==> config.mk <==
export PLATFORM = sky130hd
export DESIGN_NAME = mux_scan_ctrl_flat
export DESIGN_NICKNAME = d
export VERILOG_FILES = /design/src/rtl/mux_scan_ctrl_if.sv /design/src/rtl/mux_scan_ctrl.sv /design/src/flat_wrapper.sv
export SDC_FILE = /design/constraint.sdc
export NUM_CORES = 1
export LEC_CHECK = 0
export CORE_ASPECT_RATIO = 1.4
export CORE_MARGIN = 3
export CORE_UTILIZATION = 54
export CTS_CLUSTER_DIAMETER = 120
export DETAILED_ROUTE_END_ITERATION = 10
export PLACE_DENSITY_LB_ADDON = 0.12
export SYNTH_ARGS = -nofsm -noshare
export SYNTH_HDL_FRONTEND = slang
export SYNTH_SLANG_ARGS = --single-unit
==> constraint.sdc <==
create_clock -name clk -period 3.5 [get_ports clk]
set_input_delay 0.525 -clock clk [delete_from_list [all_inputs] [get_ports clk]]
set_output_delay 0.525 -clock clk [all_outputs]
set_load 0.02 [all_outputs]
==> src/rtl/mux_scan_ctrl_if.sv <==
// Handshake and mux-side signals between mux_scan_ctrl and its environment.
// The slave modport is the scanner; the master modport is the environment driving it.
interface mux_scan_ctrl_if #(
  parameter int unsigned DWELL_W = 4
);
  logic               start;
  logic               continuous;
  logic [DWELL_W-1:0] dwell;
  logic               mux_out;
  logic [1:0]         sel;
  logic               busy;
  logic [3:0]         word;
  logic               word_valid;
  logic               ack;

  modport slave (
    input  start, continuous, dwell, mux_out, ack,
    output sel, busy, word, word_valid
  );

  modport master (
    output start, continuous, dwell, mux_out, ack,
    input  sel, busy, word, word_valid
  );
endinterface

==> src/rtl/mux_scan_ctrl.sv <==
// Timed 4-channel sampler: steps the mux select through channels 0..3 with a programmable
// dwell, samples mux_out at each dwell end and presents the four bits with a valid/ack handshake.
module mux_scan_ctrl #(
  parameter int unsigned DWELL_W = 4
) (
  input  logic                  clk,
  input  logic                  reset,
  mux_scan_ctrl_if.slave        bus
);

  typedef enum logic [1:0] {StIdle, StScan, StHold} state_e;

  state_e             state_q, state_d;
  logic [1:0]         sel_q, sel_d;
  logic [DWELL_W-1:0] cnt_q, cnt_d;
  logic [DWELL_W-1:0] dw_q, dw_d;
  logic [3:0]         shd_q, shd_d;
  logic [3:0]         word_q, word_d;

  always_ff @(posedge clk) begin
    if (reset) begin
      state_q <= StIdle;
      sel_q   <= 2'b00;
      cnt_q   <= '0;
      dw_q    <= '0;
      shd_q   <= 4'b0000;
      word_q  <= 4'b0000;
    end else begin
      state_q <= state_d;
      sel_q   <= sel_d;
      cnt_q   <= cnt_d;
      dw_q    <= dw_d;
      shd_q   <= shd_d;
      word_q  <= word_d;
    end
  end

  always_comb begin
    state_d = state_q;
    sel_d   = sel_q;
    cnt_d   = cnt_q;
    dw_d    = dw_q;
    shd_d   = shd_q;
    word_d  = word_q;

    unique case (state_q)
      StIdle: begin
        sel_d = 2'b00;
        if (bus.start) begin
          dw_d    = bus.dwell;
          cnt_d   = bus.dwell;
          state_d = StScan;
        end
      end

      StScan: begin
        if (cnt_q != '0) begin
          cnt_d = cnt_q - DWELL_W'(1);
        end else begin
          shd_d[sel_q] = bus.mux_out;
          if (sel_q != 2'd3) begin
            sel_d = sel_q + 2'd1;
            cnt_d = dw_q;
          end else begin
            // Last channel bypasses the shadow so the word is complete on this edge.
            word_d  = {bus.mux_out, shd_q[2:0]};
            state_d = StHold;
          end
        end
      end

      StHold: begin
        if (bus.ack) begin
          sel_d = 2'b00;
          if (bus.continuous) begin
            dw_d    = bus.dwell;
            cnt_d   = bus.dwell;
            state_d = StScan;
          end else begin
            state_d = StIdle;
          end
        end
      end

      default: begin
        state_d = StIdle;
        sel_d   = 2'b00;
      end
    endcase
  end

  assign bus.sel        = sel_q;
  assign bus.busy       = (state_q != StIdle);
  assign bus.word_valid = (state_q == StHold);
  assign bus.word       = word_q;

endmodule

==> src/flat_wrapper.sv <==
// flat-port wrapper written by rule: the top's interface ports become plain ports
module mux_scan_ctrl_flat 
#(
  parameter int unsigned DWELL_W = 4
)
  (clk, reset, bus_start, bus_continuous, bus_dwell, bus_mux_out, bus_ack, bus_sel, bus_busy, bus_word, bus_word_valid);
  mux_scan_ctrl_if #(.DWELL_W(DWELL_W)) bus_i ();
  input  logic clk;
  input  logic reset;
  input wire logic [$bits(bus_i.start)-1:0] bus_start;
  input wire logic [$bits(bus_i.continuous)-1:0] bus_continuous;
  input wire logic [$bits(bus_i.dwell)-1:0] bus_dwell;
  input wire logic [$bits(bus_i.mux_out)-1:0] bus_mux_out;
  input wire logic [$bits(bus_i.ack)-1:0] bus_ack;
  output wire logic [$bits(bus_i.sel)-1:0] bus_sel;
  output wire logic [$bits(bus_i.busy)-1:0] bus_busy;
  output wire logic [$bits(bus_i.word)-1:0] bus_word;
  output wire logic [$bits(bus_i.word_valid)-1:0] bus_word_valid;
  assign bus_i.start = bus_start;
  assign bus_i.continuous = bus_continuous;
  assign bus_i.dwell = bus_dwell;
  assign bus_i.mux_out = bus_mux_out;
  assign bus_i.ack = bus_ack;
  assign bus_sel = bus_i.sel;
  assign bus_busy = bus_i.busy;
  assign bus_word = bus_i.word;
  assign bus_word_valid = bus_i.word_valid;
  mux_scan_ctrl #(.DWELL_W(DWELL_W)) u_core (.clk(clk), .reset(reset), .bus(bus_i));
endmodule
==> results_tabular.tex, run 1 <==
\begin{tabular}{lr}
\hline
Metric & Value \\
\hline
\multicolumn{2}{l}{\textbf{Status}} \\
Outcome & finished, final reports clean \\
\multicolumn{2}{l}{\textbf{Timing}} \\
Final worst-path cycle share & 58.9\% \\
Worst clock skew on the final layout & between 2 and 2.5 ps \\
Slew @ Worst Pin & 703 ps \\
Number of endpoints with negative hold slack in the final report & 0 \\
Unrepaired setup endpoints after global routing & false \\
Final Max Slew Viols & 0 \\
Headroom to the max-slew limit & 53.0\% \\
FMAX & 485 MHz \\
Fin Setup TNS & 0 ps \\
Final number of setup-violating endpoints & 0 \\
Final critical-path required period & 2060 ps \\
\multicolumn{2}{l}{\textbf{Finish}} \\
Final \#Nets & 139 \\
\# diodes & 0 \\
Utilization of the core after routing & 71.2\% \\
Area delta synth->final & 19.0\% \\
Share of cells above drive strength 1 & 7.32\% \\
\multicolumn{2}{l}{\textbf{CTS}} \\
Clock tree buffer depth & 2 \\
Clock tree from TritonCTS & built \\
Deepest level of the CTS H-tree & 1 \\
Clock root buffer master & sky130\_fd\_sc\_hd\_\_clkbuf\_4 \\
Clock buffers created by TritonCTS & 3 \\
Number of instances resized during post-cts repair & 0 \\
CTS clock-pin slew for the worst setup and hold paths & 100 ps \\
Count of clock tree sinks & 19 \\
Post-CTS setup buffer count & 0 \\
Clock latency on the worst-skew pair & around 290 ps \\
CTS Hold Bufs & 0 \\
\multicolumn{2}{l}{\textbf{Yosys}} \\
Sequential element share of the synthesized area & 38.3\% \\
Most frequent cell after synthesis & sky130\_fd\_sc\_hd\_\_dfxtp\_1 \\
Synthesized area per cell & 9.19 sq um \\
Flops \& latches, synth & 19 \\
Number of instances in the synthesized netlist & 108 \\
Prevailing post-synth register cell & sky130\_fd\_sc\_hd\_\_dfxtp\_1 \\
Post-synthesis cell type with the largest combined area & sky130\_fd\_sc\_hd\_\_dfxtp\_1 \\
Count of flip-flops with a built-in enable after synthesis & 0 \\
Post-synth top cells & sky130\_fd\_sc\_hd\_\_dfxtp\_1, sky130\_fd\_sc\_hd\_\_nor2\_1, sky130\_fd\_sc\_hd\_\_mux2i\_1 \\
Adder and majority cell fraction of the synthesized area & 6.31\% \\
Post-Syn Nets & $\sim$120 \\
Top cells by area, synth & sky130\_fd\_sc\_hd\_\_dfxtp\_1, sky130\_fd\_sc\_hd\_\_mux2i\_1, sky130\_fd\_sc\_hd\_\_nor2\_1 \\
Combinational family with the most area after synthesis & simple AND/OR/NAND/NOR gates \\
Synth Area in Simple Gates & a little under a quarter \\
Share of Yosys cell area claimed by the top area cell type & 38.3\% \\
Netlist area before placement & 992 sq um \\
Count of different cell masters after synthesis & 33 \\
XOR/XNOR share of the synthesized area & 0\% \\
Synthesized-area fraction occupied by ao, oa, aoi and oai cells & 14.4\% \\
Mux share of post-synthesis cell area & 12.1\% \\
Share of synthesized registers carrying an async set or reset & 0\% \\
YS warnings & 0 \\
\multicolumn{2}{l}{\textbf{Global route}} \\
Largest net degree at the start of global routing & 20 \\
Global-route wire length before repair & 3350 microns \\
Via count of the first global-routing pass & 769 \\
GR Overflow Total & 0 \\
Global-route usage over all layers & 17.4\% \\
Number of antenna violations at the first check in global routing & 0 \\
\multicolumn{2}{l}{\textbf{Routing}} \\
Wire length on met2 & between 1000 and 1500 microns \\
Overall routed net length & between 1500 and 2000 microns \\
Met3 wire length & 45 microns \\
Detailed-route wire length on metal 1 & between 800 and 900 microns \\
Vias per inst & around 5.7 \\
Vias post-DR & 804 \\
Remaining number of nets flagged by the antenna check after routing & 0 \\
DR iter-0 viols & 6 \\
Pre-antenna DRT Iters & 3 \\
Wire length per cell & 13.2 microns \\
Top routing layer used & met4 \\
DRC violation count after routing & 0 \\
\multicolumn{2}{l}{\textbf{Worst hold path}} \\
Source of the worst hold timing path & u\_core.bus.word[2] \\
Min-delay worst type & flip-flop to flip-flop \\
Worst-case hold path end point & u\_core.bus.word[2] \\
Number of stages on the worst hold path & 2 \\
\multicolumn{2}{l}{\textbf{Setup path}} \\
Required @ worst endpoint & 2970 ps \\
Worst setup path class & flip-flop to output port \\
Signal arrival time at the worst endpoint & 1540 ps \\
Type of origin of the critical path & flip-flop \\
Worst r2r dst & u\_core.bus.word[3] \\
Biggest fanout along the worst timing path & 10 \\
Worst r2r path cells & 6 \\
Worst setup EP type & output port \\
Minimum setup slack among reg-to-reg paths & roughly 1500 ps \\
Worst R2R Start & u\_core.cnt\_q[0] \\
\multicolumn{2}{l}{\textbf{Floorplan}} \\
Core area & 1660 sq um \\
Initial core utilization & 59.8\% \\
Vertical die dimension & 56.7 microns \\
Die Area & 2400 sq um \\
Rows & 17 \\
Chip width & 42.2 microns \\
I/O pin count & 18 \\
\multicolumn{2}{l}{\textbf{Placement}} \\
Port Buffer Count & 17 \\
Placed wire-length estimate after detailed placement & 1460 microns \\
Weighted congestion at the end of routability-driven global placement & between 0.8 and 0.9 \\
\multicolumn{2}{l}{\textbf{Power}} \\
Power density normalized to cell area & 363 nW/um\^{}2 \\
Leak & 0.463 nW \\
Max VDD drop & 261 uV \\
\multicolumn{2}{l}{\textbf{Flow run}} \\
Total of max-cap violations & 0 \\
\hline
\end{tabular}
area by class of cell:
| class | count | area [sq um] |
|---|---|---|
| clock buffer | 3 | 22.5 |
| multi-input combinational | 77 | 557 |
| inverter | 6 | 22.5 |
| timing repair buffer | 17 | 170 |
| tap | 19 | 23.8 |
| fill | 139 | 478 |
| clock inverter | 1 | 5.00 |
| sequential | 19 | 380 |
stage by stage:
step | instance area, sq um | total power, mW | hold WS, ps | setup slack (ps) | cells
2_1_floorplan | 992 | 0.301 | 454 | 1890 | 108
3_3_place_gp | 1150 | 0.326 | 477 | 1590 | 138
3_5_place_dp | 1150 | 0.328 | 485 | 1500 | 138
4_1_cts | 1180 | 0.435 | 512 | 1420 | 142
5_1_grt | 1180 | 0.453 | 551 | 1340 | 142
6_report | 1180 | 0.429 | 506 | 1440 | 142
flip-flops by register name (all words and copies together), names as in the netlist:
name,count
u_core.cnt_q,4
u_core.bus.sel,2
u_core.state_q,2
u_core.shd_q,3
u_core.dw_q,4
u_core.bus.word,4
power by group:
part           switching (mW)  internal, mW  leakage, nW
clock network          0.0635        0.0424       0.0177
logic                  0.0431        0.0417        0.291
registers              0.0117         0.226        0.155
logic make-up after synthesis:
group | after synthesis
AND/OR/NAND/NOR | 43
flip-flops | 19
AO/OA/AOI/OAI | 17
buffers and inverters | 12
multiplexers | 12
adder cells (fa/ha/maj) | 5
worst max-delay path by stage:
stage	start	to	slack (ps)	depth (start not counted)
finish	u_core.state_q[1]	bus_word_valid	1440	2
floorplan	u_core.cnt_q[0]	u_core.bus.word[3]	1890	7
global route	u_core.state_q[1]	bus_word_valid	1340	2
CTS	u_core.state_q[1]	bus_word_valid	1420	2
global placement	u_core.cnt_q[0]	u_core.bus.word[2]	1590	6
detailed placement	bus_ack	u_core.cnt_q[1]	1500	5
layout by cell type (no fill, tap or decap), types with 3 or more instances in the layout:
master                             n
sky130_fd_sc_hd__a31oi_1           3
sky130_fd_sc_hd__clkbuf_4          3
sky130_fd_sc_hd__clkdlybuf4s50_1  17
sky130_fd_sc_hd__dfxtp_1          19
sky130_fd_sc_hd__ha_1              5
sky130_fd_sc_hd__inv_1             6
sky130_fd_sc_hd__mux2i_1          12
sky130_fd_sc_hd__nand2_1           4
sky130_fd_sc_hd__nand3_1           5
sky130_fd_sc_hd__nor2_1           18
sky130_fd_sc_hd__nor2b_1           3
worst max-delay path, stage by stage, from the launching register on:
cell and delay (ps):
sky130_fd_sc_hd__dfxtp_1 470, sky130_fd_sc_hd__nor2b_1 170, sky130_fd_sc_hd__clkdlybuf4s50_1 610
metal layers:
layer  vias up  track usage, %
met4         0            6.22
met2        10            29.6
met3         2            2.24
li1        406               -
met1       386            21.9
met5         -               0
Power figures use the tool's default switching activity.
==> run 2: changes to the inputs <==
CORE_UTILIZATION = 45   (was 54)
clock period = 1.8 ns   (was 3.5 ns; I/O delays follow)
==> results_tabular.tex, run 2 (synthesis gave the netlist of run 1 again) <==
\begin{tabular}{lr}
\hline
Metric & Value \\
\hline
\multicolumn{2}{l}{\textbf{Finish}} \\
Final standard cell area without fillers & 1230 sq um (+4.4\%) \\
Final \#Nets & 144 (+3.6\%) \\
\# diodes & 0 (unchanged) \\
Area delta synth->final & 24.3\% \\
Number of fill cells & 189 (+36\%) \\
Share of cells above drive strength 1 & 13.3\% (+6.0 points) \\
Top library cells by usage in the layout, fill and taps aside & sky130\_fd\_sc\_hd\_\_nor2\_1, sky130\_fd\_sc\_hd\_\_dfxtp\_1, sky130\_fd\_sc\_hd\_\_clkdlybuf4s50\_1, sky130\_fd\_sc\_hd\_\_mux2i\_1, sky130\_fd\_sc\_hd\_\_inv\_1 \\
Leading cell type in the layout, fill and taps excluded & sky130\_fd\_sc\_hd\_\_nor2\_1 \\
\multicolumn{2}{l}{\textbf{Global route}} \\
Largest net degree at the start of global routing & 20 (unchanged) \\
GR Overflow Total & 0 (unchanged) \\
Number of antenna violations at the first check in global routing & 0 (unchanged) \\
Global-route usage over all layers & 16.4\% (-0.96 points) \\
Via count of the first global-routing pass & 809 (+5.2\%) \\
Global-route wire length before repair & 3370 microns (+0.84\%) \\
\multicolumn{2}{l}{\textbf{Flow run}} \\
Total of max-cap violations & 0 (unchanged) \\
\multicolumn{2}{l}{\textbf{CTS}} \\
Clock root buffer master & sky130\_fd\_sc\_hd\_\_clkbuf\_4 \\
Clock buffers created by TritonCTS & 3 (unchanged) \\
Post-CTS setup buffer count & 0 (unchanged) \\
Deepest level of the CTS H-tree & 1 (unchanged) \\
Count of clock tree sinks & 19 (unchanged) \\
CTS clock-pin slew for the worst setup and hold paths & 100 ps (about the same) \\
Clock tree from TritonCTS & built \\
CTS Hold Bufs & 0 (unchanged) \\
Number of instances resized during post-cts repair & 1 (+1) \\
Clock latency on the worst-skew pair & 290 ps (about the same) \\
Clock tree buffer depth & 2 (unchanged) \\
\multicolumn{2}{l}{\textbf{Setup path}} \\
Signal arrival time at the worst endpoint & 1840 ps (+300 ps) \\
Worst r2r path cells & 6 (unchanged) \\
Worst r2r dst & u\_core.cnt\_q[1] \\
Worst setup EP type & flip-flop \\
Required @ worst endpoint & 1990 ps (-980 ps) \\
Biggest fanout along the worst timing path & 8 (-2) \\
Minimum setup slack among reg-to-reg paths & 150 ps (-1380 ps) \\
Worst setup path class & flip-flop to flip-flop \\
Worst R2R Start & u\_core.cnt\_q[0] \\
Type of origin of the critical path & flip-flop \\
\multicolumn{2}{l}{\textbf{Routing}} \\
Vias per inst & 5.53 (-2.3\%) \\
Overall routed net length & 1960 microns (+4.3\%) \\
DR iter-0 viols & 13 (+7) \\
Pre-antenna DRT Iters & 6 (+3) \\
DRC violation count after routing & 0 (unchanged) \\
Vias post-DR & 824 (+2.5\%) \\
Remaining number of nets flagged by the antenna check after routing & 0 (unchanged) \\
Wire length per cell & 13.2 microns (-0.59\%) \\
\multicolumn{2}{l}{\textbf{Worst hold path}} \\
Source of the worst hold timing path & u\_core.bus.word[2] \\
Number of stages on the worst hold path & 2 (unchanged) \\
Worst-case hold path end point & u\_core.bus.word[2] \\
Min-delay worst type & flip-flop to flip-flop \\
\multicolumn{2}{l}{\textbf{Floorplan}} \\
Vertical die dimension & 61.6 microns (+8.5\%) \\
Chip width & 45.7 microns (+8.2\%) \\
Initial core utilization & 49.1\% (-11 points) \\
Core area & 2020 sq um (+22\%) \\
I/O pin count & 18 (unchanged) \\
Die Area & 2810 sq um (+17\%) \\
Rows & 19 (+2) \\
\multicolumn{2}{l}{\textbf{Timing}} \\
Final Max Slew Viols & 0 (unchanged) \\
Worst clock skew on the final layout & 2.73 ps (+0.249 ps) \\
Slew @ Worst Pin & 347 ps (-357 ps) \\
Final critical-path required period & about 1600 ps \\
Number of endpoints with negative hold slack in the final report & 0 (unchanged) \\
Headroom to the max-slew limit & 76.9\% (+24 points) \\
FMAX & between 600 and 700 MHz \\
Fin Setup TNS & 0 ps (unchanged) \\
Unrepaired setup endpoints after global routing & false \\
Final number of setup-violating endpoints & 0 (unchanged) \\
Final worst-path cycle share & between 90\% and 100\% \\
\multicolumn{2}{l}{\textbf{Power}} \\
Power density normalized to cell area & 691 nW/um\^{}2 (+91\%) \\
Leak & 0.518 nW (+12\%) \\
Max VDD drop & 460 uV (+76\%) \\
\multicolumn{2}{l}{\textbf{Status}} \\
Outcome & finished, final reports clean \\
\multicolumn{2}{l}{\textbf{Placement}} \\
Port Buffer Count & 17 (unchanged) \\
Weighted congestion at the end of routability-driven global placement & 0.805 (-4.4\%) \\
Post-placement cell area & 1190 sq um (+3.5\%) \\
Placed wire-length estimate after detailed placement & 1500 microns (+3.3\%) \\
\hline
\end{tabular}
-- run 2: critical path, cell delays in order, from the launching register on --
cell	delay [ps]
sky130_fd_sc_hd__dfxtp_1	410
sky130_fd_sc_hd__inv_1	60
sky130_fd_sc_hd__ha_1	210
sky130_fd_sc_hd__nor3b_4	170
sky130_fd_sc_hd__a32oi_4	350
sky130_fd_sc_hd__nor2_1	80
sky130_fd_sc_hd__a311oi_1	270
-- run 2: area by class of cell --
| class | instances | area [sq um] | area share, % |
|---|---|---|---|
| Timing Repair Buffer | 22 | 213 | 17.2 |
| Tap cell | 21 | 26.3 | 2.13 |
| Sequential cell | 19 | 383 | 31.0 |
| Clock buffer | 4 | 26.3 | 2.13 |
| Multi-Input combinational cell | 77 | 563 | 45.6 |
| Inverter | 6 | 22.5 | 1.83 |
-- run 2: stage by stage --
stage / power, mW / util, % / hold WS [ps] / setup slack (ps) / cells
after floorplan: 0.585 / - / 414 / 188 / 108
final: 0.853 / 61.1 / 504 / 154 / 149
after global placement: 0.649 / 59.1 / 477 / 160 / 145
after detailed placement: 0.654 / 59.1 / 486 / 58.7 / 145
after CTS: 0.867 / 60.4 / 513 / 14.7 / 149
after global routing: 0.908 / 61.1 / 551 / 4.55 / 149
-- run 2: how the worst max path moves through the flow --
stage | start | end | slack (ps) | depth (start not counted)
floorplan | u_core.cnt_q[0] | u_core.bus.word[3] | 190 | 7
global placement | bus_ack | u_core.cnt_q[3] | 160 | 5
detailed placement | bus_ack | u_core.cnt_q[1] | 60 | 5
CTS | u_core.state_q[0] | bus_busy | 10 | 2
global route | u_core.cnt_q[0] | u_core.cnt_q[1] | 5 | 6
finish | u_core.cnt_q[0] | u_core.cnt_q[1] | 150 | 6
-- run 2: power by group --
part           total (mW)  internal [mW]  switching (mW)  leakage, nW
Clock               0.208         0.0861           0.122       0.0150
Sequential          0.463          0.440          0.0230        0.156
Combinational       0.182         0.0953          0.0867        0.348
-- run 2: per-layer routing --
| layer | global-route usage, % | wire length [microns] | vias to the layer above |
|---|---|---|---|
| met5 | 0 | 0 | - |
| met4 | 8.79 | 16 | 0 |
| met3 | 2.05 | 48 | 2 |
| met2 | 30.1 | 1060 | 9 |
| met1 | 17.6 | 832 | 396 |
| li1 | - | - | 417 |
==> run 3: changes to the inputs <==
HOLD_SLACK_MARGIN = 0.02   (was not set)
==> results of run 3 <==
Final layout, timing and power as in run 2 (identical DEF).
